<file path="src/rtl/cfg_chain_loader_pkg.sv">
// Shared types and constants for the configuration-chain loader and its CRC helper.
package cfg_pkg;

   typedef enum logic [2:0] {IDLE, LOAD, SHIFT, VERIFY, DONE} state_t;

   localparam logic [15:0] CRC16_POLY     = 16'h1021;
   localparam logic [15:0] CRC16_INIT     = 16'hFFFF;
   localparam int unsigned WORD_W_DEFAULT = 32;

endpackage

</file>
<file path="src/rtl/cfg_chain_loader_crc16_serial.sv">
// Bit-serial CRC-16-CCITT accumulator; clr reloads the init value.
module crc16_serial
   import cfg_pkg::*;
(
   input  logic        clk,
   input  logic        rst,
   input  logic        clr,
   input  logic        en,
   input  logic        din,
   output logic [15:0] crc
);

   logic fb;

   always_comb fb = crc[15] ^ din;

   always_ff @(posedge clk) begin
      if (rst || clr) begin
         crc <= CRC16_INIT;
      end else if (en) begin
         crc <= {crc[14:0], 1'b0} ^ (fb ? CRC16_POLY : '0);
      end
   end

endmodule

</file>
<file path="src/rtl/cfg_chain_loader.sv">
// Serializes 32-bit configuration words onto a daisy-chained cell row.
// Optional readback verify via recirculation: define CFG_CHAIN_READBACK_EN.
module cfg_chain_loader
   import cfg_pkg::*;
#(
   parameter int unsigned CHAIN_LEN = 224,
   parameter int unsigned WORD_W    = WORD_W_DEFAULT,
   parameter int unsigned CNT_W     = $clog2(CHAIN_LEN + 1)
) (
   input  logic              prog_clk,
   input  logic              prog_rst,
   input  logic              start,
   input  logic [WORD_W-1:0] word_data,
   input  logic              word_valid,
   output logic              word_ready,
   output logic              chain_out,
   output logic              chain_en,
   input  logic              chain_in,
   output logic              busy,
   output logic              done,
   output logic              error,
   output logic [CNT_W-1:0]  bits_left
);

   localparam logic [CNT_W-1:0] ONE = CNT_W'(1);

   state_t            state, state_d;
   logic [WORD_W-1:0] shreg, shreg_d;
   logic [CNT_W-1:0]  bits_d, wcnt, wcnt_d, refill_src, take;
   logic              crc_clr, crc_wr_en;
   logic [15:0]       crc_wr;

`ifdef CFG_CHAIN_READBACK_EN
   logic [CNT_W-1:0] vcnt, vcnt_d;
   logic             crc_rd_en, err_q, err_d;
   logic [15:0]      crc_rd;

   crc16_serial u_crc_rd (
      .clk (prog_clk),
      .rst (prog_rst),
      .clr (crc_clr),
      .en  (crc_rd_en),
      .din (chain_in),
      .crc (crc_rd)
   );

   // The mismatch is visible during the done pulse itself, then held in err_q.
   assign error = err_q | ((state == DONE) && (crc_rd != crc_wr));
`else
   logic unused_ok;
   assign unused_ok = ^{chain_in, crc_wr};
   assign error     = 1'b0;
`endif

   crc16_serial u_crc_wr (
      .clk (prog_clk),
      .rst (prog_rst),
      .clr (crc_clr),
      .en  (crc_wr_en),
      .din (chain_out),
      .crc (crc_wr)
   );

   assign busy = (state != IDLE);
   assign done = (state == DONE);

   always_comb begin
      state_d    = state;
      shreg_d    = shreg;
      bits_d     = bits_left;
      wcnt_d     = wcnt;
      word_ready = 1'b0;
      chain_en   = 1'b0;
      chain_out  = 1'b0;
      crc_clr    = 1'b0;
      crc_wr_en  = 1'b0;
`ifdef CFG_CHAIN_READBACK_EN
      vcnt_d     = vcnt;
      crc_rd_en  = 1'b0;
      err_d      = err_q;
`endif
      // Word bit count = min(WORD_W, bits still owed when the word lands).
      refill_src = (state == LOAD) ? bits_left : bits_left - ONE;
      take       = (32'(refill_src) >= WORD_W) ? CNT_W'(WORD_W) : refill_src;

      case (state)
         IDLE: begin
            if (start) begin
               state_d = LOAD;
               bits_d  = CNT_W'(CHAIN_LEN);
               crc_clr = 1'b1;
`ifdef CFG_CHAIN_READBACK_EN
               err_d   = 1'b0;
`endif
            end
         end
         LOAD: begin
            word_ready = 1'b1;
            if (word_valid) begin
               shreg_d = word_data;
               wcnt_d  = take;
               state_d = SHIFT;
            end
         end
         SHIFT: begin
            chain_en  = 1'b1;
            chain_out = shreg[0];
            crc_wr_en = 1'b1;
            shreg_d   = shreg >> 1;
            bits_d    = bits_left - ONE;
            wcnt_d    = wcnt - ONE;
            if (bits_left == ONE) begin
`ifdef CFG_CHAIN_READBACK_EN
               state_d = VERIFY;
               vcnt_d  = CNT_W'(CHAIN_LEN);
`else
               state_d = DONE;
`endif
            end else if (wcnt == ONE) begin
               word_ready = 1'b1;
               if (word_valid) begin
                  shreg_d = word_data;
                  wcnt_d  = take;
               end else begin
                  state_d = LOAD;
               end
            end
         end
`ifdef CFG_CHAIN_READBACK_EN
         VERIFY: begin
            chain_en  = 1'b1;
            chain_out = chain_in;
            crc_rd_en = 1'b1;
            vcnt_d    = vcnt - ONE;
            if (vcnt == ONE) state_d = DONE;
         end
`endif
         DONE: begin
            state_d = IDLE;
`ifdef CFG_CHAIN_READBACK_EN
            err_d   = error;
`endif
         end
         default: state_d = IDLE;
      endcase

      // Reset must stop the row shifting in the very cycle it is asserted.
      if (prog_rst) chain_en = 1'b0;
   end

   always_ff @(posedge prog_clk) begin
      if (prog_rst) begin
         state     <= IDLE;
         shreg     <= '0;
         bits_left <= '0;
         wcnt      <= '0;
`ifdef CFG_CHAIN_READBACK_EN
         vcnt      <= '0;
         err_q     <= 1'b0;
`endif
      end else begin
         state     <= state_d;
         shreg     <= shreg_d;
         bits_left <= bits_d;
         wcnt      <= wcnt_d;
`ifdef CFG_CHAIN_READBACK_EN
         vcnt      <= vcnt_d;
         err_q     <= err_d;
`endif
      end
   end

endmodule

</file>
<file path="config.mk">
export PLATFORM = sky130hd
export DESIGN_NAME = cfg_chain_loader
export DESIGN_NICKNAME = d
export VERILOG_FILES = /design/src/rtl/cfg_chain_loader_pkg.sv /design/src/rtl/cfg_chain_loader_crc16_serial.sv /design/src/rtl/cfg_chain_loader.sv
export SDC_FILE = /design/constraint.sdc
export NUM_CORES = 1
export LEC_CHECK = 0
export ABC_AREA = 1
export CAP_MARGIN = 25
export CORE_MARGIN = 5
export CORE_UTILIZATION = 40
export CTS_BUF_LIST = sky130_fd_sc_hd__clkbuf_2 sky130_fd_sc_hd__clkbuf_4 sky130_fd_sc_hd__clkbuf_8
export CTS_CLUSTER_SIZE = 30
export DETAILED_ROUTE_END_ITERATION = 6
export PLACE_DENSITY_LB_ADDON = 0.15
export SLEW_MARGIN = 20
export SYNTH_ARGS = -nofsm -noshare
export SYNTH_HDL_FRONTEND = slang
export SYNTH_SLANG_ARGS = --single-unit
</file>
<file path="constraint.sdc">
create_clock -name prog_clk -period 1.5 [get_ports prog_clk]
set_input_delay 0.3 -clock prog_clk [delete_from_list [all_inputs] [get_ports prog_clk]]
set_output_delay 0.3 -clock prog_clk [all_outputs]
set_load 0.005 [all_outputs]
</file>
==> results.ini <==
[status]
status=finished, violations left
violations=negative setup slack

[setup_path]
critPathLaunchType=flop
slowest_delay_ns=0.34
path_cells=inv_2 > ha_4 > nand2_2 > nor2_4 > buf_4 > nand3_4 > nand2_8 > clkbuf_16 > or2_1 > o21ai_1 > a21oi_1
worstPathRequired_ns=1.70
worst_path_max_delay_cell=dfxtp_2
worstSetupEndpointType=flop
worst-setup-path-type=flop to flop
worst-path-max-fanout=6
arrival_ns=1.83

[floorplan]
die_area_um2=8610
start_util_pct=40.8
fp-row-count=30
die_width_um=92.8
core_area_um2=6720
ios=51
die_h_um=92.8

[timing]
final.setup_skew_ns=0.00725
max_freq_mhz=616
setup_ws_ns=-0.123
setup_violations=42
finalHoldViolCount=0
rsz0062_at_grt=yes
period_share_pct=108
drv_slew=0
layout_min_cycle_time_ns=1.62

[synth]
seq_area_frac_synth_pct=37.2
synth_commonest_cells=51 x dfxtp_1, 43 x o21ai_0, 41 x a21oi_1, 38 x o21ai_1, 32 x nand2_1
async_flop_share_pct=0
synth_top_area_share_pct=37.2
synthFlopType=dfxtp_1
syn_inst=364
synthTopCellsByArea=dfxtp_1 37%, o21ai_0 7.9%, a21oi_1 7.5%, o21ai_1 6.9%, or2_1 5.7%
synth_most_common_cell=dfxtp_1
synth_edf_count=0
syn_nets=405
synthesis.area_um2=2740
syn_avg_cell_area_um2=7.53
synth_top_area_cell=dfxtp_1
yosysWarnings=0
yosysUniqueCellTypes=41
ys_ff_latch=51

[pwr]
p_clk_share_pct=20.6
p_leak_nw=1.75
vdd_drop_max_mv=0.475
total_power_mw=4.18
p_sw_mw=1.41
p_int_mw=2.77
switching_share_pct=33.7
power.density_nw_per_um2=1010
pwr-share-seq_pct=39.0
comb_power_share_pct=40.4

[placed_design]
hpwlAfterDp_um=4880
placed_area_um2=3630
portBuffers=48
gp_congestion=0.830
place_ws_ns=-0.297

[clock_tree]
clock-sinks=51
cts-root-buf=clkbuf_8
htreeDepth=2
clk-insertion-delay-late_ns=0.31
cts_made_buffers=5
clk_pin_slew_ns=0.09
clockBufferDepth=2
cts_tree=done
cts_hold_buf=0

[global_routing]
grt_pass1_vias=2663
gr-usage-all-layers_pct=16.8
grt-ovfl-total=0
antenna_found_initial=0
grt_first_pass_wirelength_um=11900
grt_max_degree=36

[detailed_routing]
via_per_inst=5.10
drc=0
wl_per_cell_um=13.9
detail_route.wirelength_um=7650
drtAntennaViolNets=0
drtIter0Drc=129
vias=2800
drtPass1Iterations=4

[layout]
multi_input_area_um2=1690
nets=509
fin_area_um2=4140
area_delta_synth_final_pct=51.2
fillers=624
antenna_cells=0
final_layout_size_suffix_gt1_share_pct=33.7
final_util_pct=61.7
layout.area.seq_um2=1040

[flow_run]
maxCapViolCount=0

[hold_path]
hold_class=flop to flop

[path summary, 6_finish.rpt]
path | startpoint | endpoint | slack (ns) | cells past startpoint
setup reg to reg | wcnt[1] | shreg[27] | -0.12 | 11
hold / removal | shreg[26] | shreg[26] | 0.52 | 2
hold reg to reg | shreg[26] | shreg[26] | 0.52 | 2
setup / recovery | wcnt[1] | shreg[27] | -0.12 | 11
[per-layer routing]
metal | vias up | share of wire [%] | GRT usage [%]
li1 | 1431 | - | -
met1 | 1306 | 45 | 21.7
met2 | 56 | 50 | 29.0
met3 | 7 | 3.9 | 2.76
met4 | 0 | 1.1 | 4.15
met5 | - | 0 | 0
[layout by cell type, fill, tap and decap left out, types with 7 or more instances in the layout]
cell and instances:
dfxtp_2 12, dlygate4sd2_1 8, nor2_1 7, nor2_4 8, inv_2 7, dfxtp_1 39, inv_1 21, or2_1 25
nor2_2 7, nand2_1 27, a21oi_1 38, o21ai_0 37, clkdlybuf4s50_1 35, nand3_1 10, buf_4 55, o21ai_1 41
[kinds of logic (layout without fill, tap and decap cells)]
logic type	count (synthesis)	count (layout)	share of synthesized area, %
AO/OA/AOI/OAI	134	134	25.9
AND/OR/NAND/NOR	112	113	22.2
buffers and inverters	53	157	9.81
flip-flops	51	51	37.2
XOR/XNOR	9	9	2.88
adder cells (fa/ha/maj)	4	4	1.83
other	1	1	0.137
[final cells by class]
| class | count | share of cell area, % |
|---|---|---|
| inverter | 32 | 3.32 |
| multi-input combinational | 261 | 40.9 |
| clock inverter | 1 | 0.211 |
| sequential | 51 | 25.0 |
| timing repair inverter | 2 | 0.483 |
| clock buffer | 7 | 2.17 |
| timing repair buffer | 115 | 25.5 |
| tap | 80 | 2.42 |
[registers in the layout, indices dropped and copies added (netlist names)]
signal,count
wcnt,8
shreg,32
state,3
bits_left,8
[repair_timing]
action | in CTS | in global routing
cloned | 1 | 4
endpoints found under the setup margin | 53 | 49
gates resized for setup | 64 | 51
pin swaps | 8 | 22
setup buffers | 8 | 4
[critical path, delay by kind of cell, from the launching register on]
family	cells	cell delay [ns]
AND/OR/NAND/NOR	5	0.53
buffers and inverters	3	0.35
flip-flops	1	0.34
AO/OA/AOI/OAI	2	0.15
adder cells (fa/ha/maj)	1	0.15
[per-stage QoR]
| stage | TNS, ns | hold WS [ns] | instances |
|---|---|---|---|
| after global placement | -7.04 | 0.502 | 526 |
| after CTS | -3.94 | 0.524 | 543 |
| after global routing | -7.06 | 0.553 | 549 |
| after detailed placement | -7.80 | 0.505 | 526 |
| final | -3.32 | 0.523 | 549 |
| after floorplan | 0 | 0.457 | 364 |
[power by group through the flow]
stage | Sequential (mW) | Clock (mW) | Combinational (mW)
after floorplan | 1.65 | 0 | 0.808
after global placement | 1.63 | 0 | 1.37
after detailed placement | 1.64 | 0 | 1.39
after CTS | 1.62 | 0.891 | 1.51
after global routing | 1.65 | 0.962 | 1.86
final | 1.63 | 0.862 | 1.69
No activity file was read; power rests on OpenSTA's default activity.
